## src/rtl/bit_majority_downsample.sv

```systemverilog
// bit_majority_downsample
// Collapses SAMPLE_PER_SYMBOL oversampled hard decisions into one PHY bit by
// majority vote. Ties resolve to the center sample, or to the most recent
// sample when the symbol ended before the center was reached. A last-marked
// sample closes a short symbol early; sync drops the symbol in progress.
module bit_majority_downsample #(
    parameter int SAMPLE_PER_SYMBOL = 8
) (
    input  logic clk,
    input  logic rst_n,
    input  logic sample,
    input  logic sample_valid,
    input  logic sample_valid_last,
    input  logic sync,
    output logic phy_bit,
    output logic bit_valid,
    output logic bit_valid_last,
    output logic bit_partial
);

    localparam int CW = $clog2(SAMPLE_PER_SYMBOL);
    localparam logic [CW-1:0] CENTER_IDX = CW'(SAMPLE_PER_SYMBOL / 2);
    localparam logic [CW-1:0] LAST_IDX   = CW'(SAMPLE_PER_SYMBOL - 1);

    typedef enum logic {IDLE, ACC} state_t;

    state_t        state;
    logic [CW-1:0] cnt;
    logic [CW:0]   ones;        // wide enough to hold a full symbol of ones
    logic          center;
    logic          center_vld;

    // per-sample view of the symbol after this cycle's sample is folded in
    logic [CW-1:0] base_cnt;
    logic [CW:0]   base_ones;
    logic          base_cvld;
    logic [CW:0]   ones_n;
    logic          center_n;
    logic          cvld_n;
    logic [CW+1:0] n_cnt;
    logic [CW+1:0] twice_ones;
    logic          complete;
    logic          decide;

    // Fold the incoming sample into the symbol and form the vote.
    // A sync restarts the symbol, so this cycle's sample becomes index 0.
    always_comb begin
        base_cnt   = (sync || state == IDLE) ? '0 : cnt;
        base_ones  = (sync || state == IDLE) ? '0 : ones;
        base_cvld  = (sync || state == IDLE) ? 1'b0 : center_vld;
        ones_n     = base_ones + {{CW{1'b0}}, sample};
        center_n   = center;
        cvld_n     = base_cvld;
        if (base_cnt == CENTER_IDX) begin
            center_n = sample;
            cvld_n   = 1'b1;
        end
        // sync wins over a last marker: the restarted symbol is never emitted here
        complete   = sample_valid && !sync &&
                     (base_cnt == LAST_IDX || sample_valid_last);
        n_cnt      = {2'b00, base_cnt} + {{(CW+1){1'b0}}, 1'b1};
        twice_ones = {ones_n, 1'b0};
        if (twice_ones > n_cnt)
            decide = 1'b1;
        else if (twice_ones < n_cnt)
            decide = 1'b0;
        else
            decide = cvld_n ? center_n : sample;  // completing sample is the most recent
    end

    // Symbol FSM, accumulator and registered bit outputs.
    always_ff @(posedge clk or negedge rst_n) begin
        if (!rst_n) begin
            state          <= IDLE;
            cnt            <= '0;
            ones           <= '0;
            center         <= 1'b0;
            center_vld     <= 1'b0;
            phy_bit        <= 1'b0;
            bit_valid      <= 1'b0;
            bit_valid_last <= 1'b0;
            bit_partial    <= 1'b0;
        end else begin
            bit_valid      <= 1'b0;
            bit_valid_last <= 1'b0;
            bit_partial    <= 1'b0;
            if (complete) begin
                phy_bit        <= decide;
                bit_valid      <= 1'b1;
                bit_valid_last <= sample_valid_last;
                bit_partial    <= (base_cnt != LAST_IDX);
                cnt            <= '0;
                ones           <= '0;
                center_vld     <= 1'b0;
                state          <= IDLE;
            end else if (sample_valid) begin
                cnt            <= base_cnt + 1'b1;
                ones           <= ones_n;
                center         <= center_n;
                center_vld     <= cvld_n;
                state          <= ACC;
            end else if (sync) begin
                cnt            <= '0;
                ones           <= '0;
                center_vld     <= 1'b0;
                state          <= IDLE;
            end
        end
    end

endmodule
```

## config.mk

```make
export PLATFORM = sky130hd
export DESIGN_NAME = bit_majority_downsample
export DESIGN_NICKNAME = d
export VERILOG_FILES = /design/src/rtl/bit_majority_downsample.sv
export SDC_FILE = /design/constraint.sdc
export NUM_CORES = 1
export LEC_CHECK = 0
export CORE_MARGIN = 4
export CORE_UTILIZATION = 53
export DETAILED_ROUTE_END_ITERATION = 6
export PLACE_DENSITY_LB_ADDON = 0.1
export SETUP_SLACK_MARGIN = 0.1
export SLEW_MARGIN = 20
export SYNTH_ARGS = -nofsm -noshare
export SYNTH_HDL_FRONTEND = slang
export SYNTH_SLANG_ARGS = --single-unit
```

## constraint.sdc

```tcl
create_clock -name clk -period 3.1 [get_ports clk]
set_input_delay 0.62 -clock clk [delete_from_list [all_inputs] [get_ports clk]]
set_output_delay 0.62 -clock clk [all_outputs]
set_load 0.01 [all_outputs]
```

==> flow_metrics.env <==
export IMPL_grt_setup_unrepaired="no"
export IMPL_drcViolationCount=0
export IMPL_fp_row_count=14
export IMPL_hold_ws_ns=0.510
export IMPL_number_of_h_tree_levels=1
export IMPL_timing_max_slew_rel_slack_pct=58.0
export IMPL_grt_max_degree=15
export IMPL_finalCritPeriodShare_pct=84.9
export IMPL_post_cts_hold_buffers=0
export IMPL_cts_setup_buffers=0
export IMPL_hold_viol_final=0
export IMPL_grt_antenna_before_repair=0
export IMPL_synth_cells=85
export IMPL_netlist_area_leader_share_pct=40.6
export IMPL_track_usage_pct=17.1
export IMPL_seqCellArea_sq_um=350
export IMPL_floorplan_initialDensity_pct=56.6
export IMPL_netSwitchingFraction_pct=25.7
export IMPL_wirelength_microns=1730
export IMPL_die_height_microns=48.3
export IMPL_multi_input_area_sq_um=463
export IMPL_synth_fp_nets=98
export IMPL_layout_cells_non_filler=117
export IMPL_cts_tree="built"
export IMPL_crit_type="in2reg"
export IMPL_synth_largest_area_cell="sky130_fd_sc_hd__dfrtp_1"
export IMPL_finalCriticalPeriod_ns=2.63
export IMPL_grt_first_pass_wirelength_microns=3120
export IMPL_crit_path_capture_type="register"
export IMPL_antenna_cells_inserted=0
export IMPL_slack_of_the_worst_reg_to_reg_path_ns=0.47
export IMPL_status="finished, final reports clean"
export IMPL_finish_instance_area_sq_um=1040
export IMPL_worstHoldPathType="reg2reg"
export IMPL_total_power_uw=406
export IMPL_clkTransAtPathRegs_ns=0.08
export IMPL_achievable_frequency_mhz=380
export IMPL_layout_drive_gt1_share_pct=23.8
export IMPL_die_area_sq_um=2340
export IMPL_setup_clock_skew_after_layout_ns=0.00374
export IMPL_cellLeakagePower_nw=0.505
export IMPL_power_density_nw_per_um2=389
export IMPL_worst_endpoint_required_ns=3.26
export IMPL_placeableCoreArea_sq_um=1520
export IMPL_synth_area_sq_um=862
export IMPL_remaining_antenna_violation_count=0
export IMPL_floorplan_die_width_microns=48.3
export IMPL_cap_viol_max_count=0
export IMPL_place_port_buffers=9
export IMPL_postPlaceCellArea_sq_um=1000
export IMPL_setup_violations=0
export IMPL_total_congestion_overflow=0
export IMPL_p_comb_share_pct=18.8
export IMPL_finalMaxSlewViolations=0
export IMPL_type_of_element_launching_the_critical_path="input pin"
export IMPL_post_route_worst_setup_slack_ns=0.469
export IMPL_vdd_drop_max_v=0.000350
export IMPL_netSwitchingPower_uw=104
export IMPL_placement_setup_worst_slack_ns=-0.216
export IMPL_dp_cells=113
export IMPL_synth_main_ff_cell="sky130_fd_sc_hd__dfrtp_1"
export IMPL_design_portCount=10
export IMPL_first_pass_iters=4
export IMPL_area_delta_synth_final_pct=21.2
export IMPL_cell_internal_pwr_uw=302
export IMPL_timing_critical_path_arrival_ns=2.79
export IMPL_postSynth_asyncResetShare_pct=100
export IMPL_tightest_slew_ns=0.628
export IMPL_fillers=124
export IMPL_gp_congestion=0.888
export IMPL_share_clk_of_total_power_pct=32.2
export IMPL_wire_per_inst_microns=14.8
export IMPL_grt_pass1_vias=657
export IMPL_clk_insertion_delay_late_ns=0.28
export IMPL_routed_via_count=674
export IMPL_ys_ff_latch=14
export IMPL_vias_per_cell=5.76
export IMPL_cts_root_buffer="sky130_fd_sc_hd__clkbuf_4"
export IMPL_synth_sequential_area_ratio_pct=40.6
export IMPL_cts_buffers=3
export IMPL_cts_max_path_buffers=2
export IMPL_crit_fanout=3
export IMPL_yosys_top_cells_area="sky130_fd_sc_hd__dfrtp_1 (41%), sky130_fd_sc_hd__ha_1 (10%), sky130_fd_sc_hd__o32ai_1 (4.1%), sky130_fd_sc_hd__and2_2 (3.5%), sky130_fd_sc_hd__nor3b_1 (3.5%)"
export IMPL_yosys_warnings=0
export IMPL_hpwl_microns=1360
export IMPL_syn_avg_cell_area_sq_um=10.1
export IMPL_power_frac_seq_pct=49.1
export IMPL_drt_iter0_markers=10
export IMPL_layout_core_utilization_pct=68.6
export IMPL_yosys_cell_types_count=35
export IMPL_clock_sink_count=14
export IMPL_synth_enable_flop_cells=0
export IMPL_fin_nets=115
export IMPL_totalNegativeSetupSlack_ns=0
==> critical path, cell delays in order <==
cell and delay (ns):
sky130_fd_sc_hd__clkdlybuf4s50_1 0.45, sky130_fd_sc_hd__ha_1 0.25, sky130_fd_sc_hd__ha_1 0.31, sky130_fd_sc_hd__ha_1 0.31, sky130_fd_sc_hd__a21o_1 0.20, sky130_fd_sc_hd__a2111oi_2 0.36
sky130_fd_sc_hd__o311a_1 0.23, sky130_fd_sc_hd__a311oi_2 0.05
==> registers in the layout (all words and copies together) (netlist names) <==
signal,count
center_vld,1
bit_partial,1
state,1
center,1
ones,4
bit_valid_last,1
cnt,3
phy_bit,1
bit_valid,1
==> cell usage in the layout, fill, tap and decap left out, types with 3 or more instances in the layout <==
cell                              Yosys  layout
sky130_fd_sc_hd__and2_2               4       4
sky130_fd_sc_hd__buf_4                0       7
sky130_fd_sc_hd__clkbuf_4             0       3
sky130_fd_sc_hd__clkdlybuf4s50_1      0       8
sky130_fd_sc_hd__dfrtp_1             14      14
sky130_fd_sc_hd__ha_1                 7       7
sky130_fd_sc_hd__inv_1                7       7
sky130_fd_sc_hd__nand2_1              6       6
sky130_fd_sc_hd__nand3_1              4       4
sky130_fd_sc_hd__nor2_1               4       4
sky130_fd_sc_hd__nor3b_1              4       4
sky130_fd_sc_hd__o32ai_1              4       4
==> power groups by stage <==
stage | clock (mW) | sequential (mW) | combinational (mW)
2_1_floorplan | 0 | 0.203 | 0.0386
4_1_cts | 0.138 | 0.199 | 0.0763
3_3_place_gp | 0 | 0.202 | 0.0734
3_5_place_dp | 0 | 0.203 | 0.0753
5_1_grt | 0.147 | 0.201 | 0.0845
6_report | 0.131 | 0.199 | 0.0762
==> synth_stat cells, types with 2 or more instances <==
master and instances:
sky130_fd_sc_hd__buf_2 2, sky130_fd_sc_hd__xnor2_1 2, sky130_fd_sc_hd__mux2i_1 2, sky130_fd_sc_hd__nor2_1 4
sky130_fd_sc_hd__and2_2 4, sky130_fd_sc_hd__dfrtp_1 14, sky130_fd_sc_hd__o32ai_1 4, sky130_fd_sc_hd__nand2b_1 2
sky130_fd_sc_hd__nor2b_1 2, sky130_fd_sc_hd__nor3b_1 4, sky130_fd_sc_hd__nand3_1 4, sky130_fd_sc_hd__inv_1 7
sky130_fd_sc_hd__ha_1 7, sky130_fd_sc_hd__nand2_1 6
==> what timing repair did <==
action | 4_1_cts | 5_1_grt
endpoints found under the hold margin | 0 | 0
endpoints found under the setup margin | 1 | 1
gates resized for setup | 1 | 2
pin swaps | 0 | 1
==> logic make-up (layout without fill, tap and decap cells) <==
| kind of cell | after synthesis | count (layout) | synth area share, % |
|---|---|---|---|
| and+or+nand+nor | 33 | 33 | 22.9 |
| adders and majority gates | 7 | 7 | 10.2 |
| DFF | 14 | 14 | 40.6 |
| buffers and inverters | 12 | 28 | 6.39 |
| xor gates and xnor gates | 2 | 2 | 2.03 |
| muxes | 3 | 3 | 3.63 |
| AOI/OAI and AO/OA | 14 | 14 | 14.2 |
==> metal layers <==
layer | share of wire [%] | track usage, % | vias up | wire length, microns
met5 | 0 | 0 | - | 0
met1 | 46 | 22.3 | 322 | 790
met2 | 49 | 27.4 | 14 | 846
li1 | - | - | 334 | -
met4 | 1.6 | 8.29 | 0 | 28
met3 | 3.9 | 2.45 | 4 | 67
==> path summary, 6_finish.rpt <==
path | start | endpoint | depth (start not counted)
max reg2reg | state | phy_bit | 12
min reg2reg | center | center | 1
min in group asynchronous | rst_n | bit_valid_last | 1
min | center | center | 1
max | sample | phy_bit | 8
max in group asynchronous | rst_n | ones[0] | 1
==> layout make-up <==
class                           count  share of cell area, %
Clock buffer                        4                   3.47
Inverter                            8                   2.87
Multi-Input combinational cell     59                   44.3
Sequential cell                    14                   33.5
Tap cell                           16                   1.92
Timing Repair Buffer               16                   13.9
Note: power is estimated with default switching activity, not from simulation.
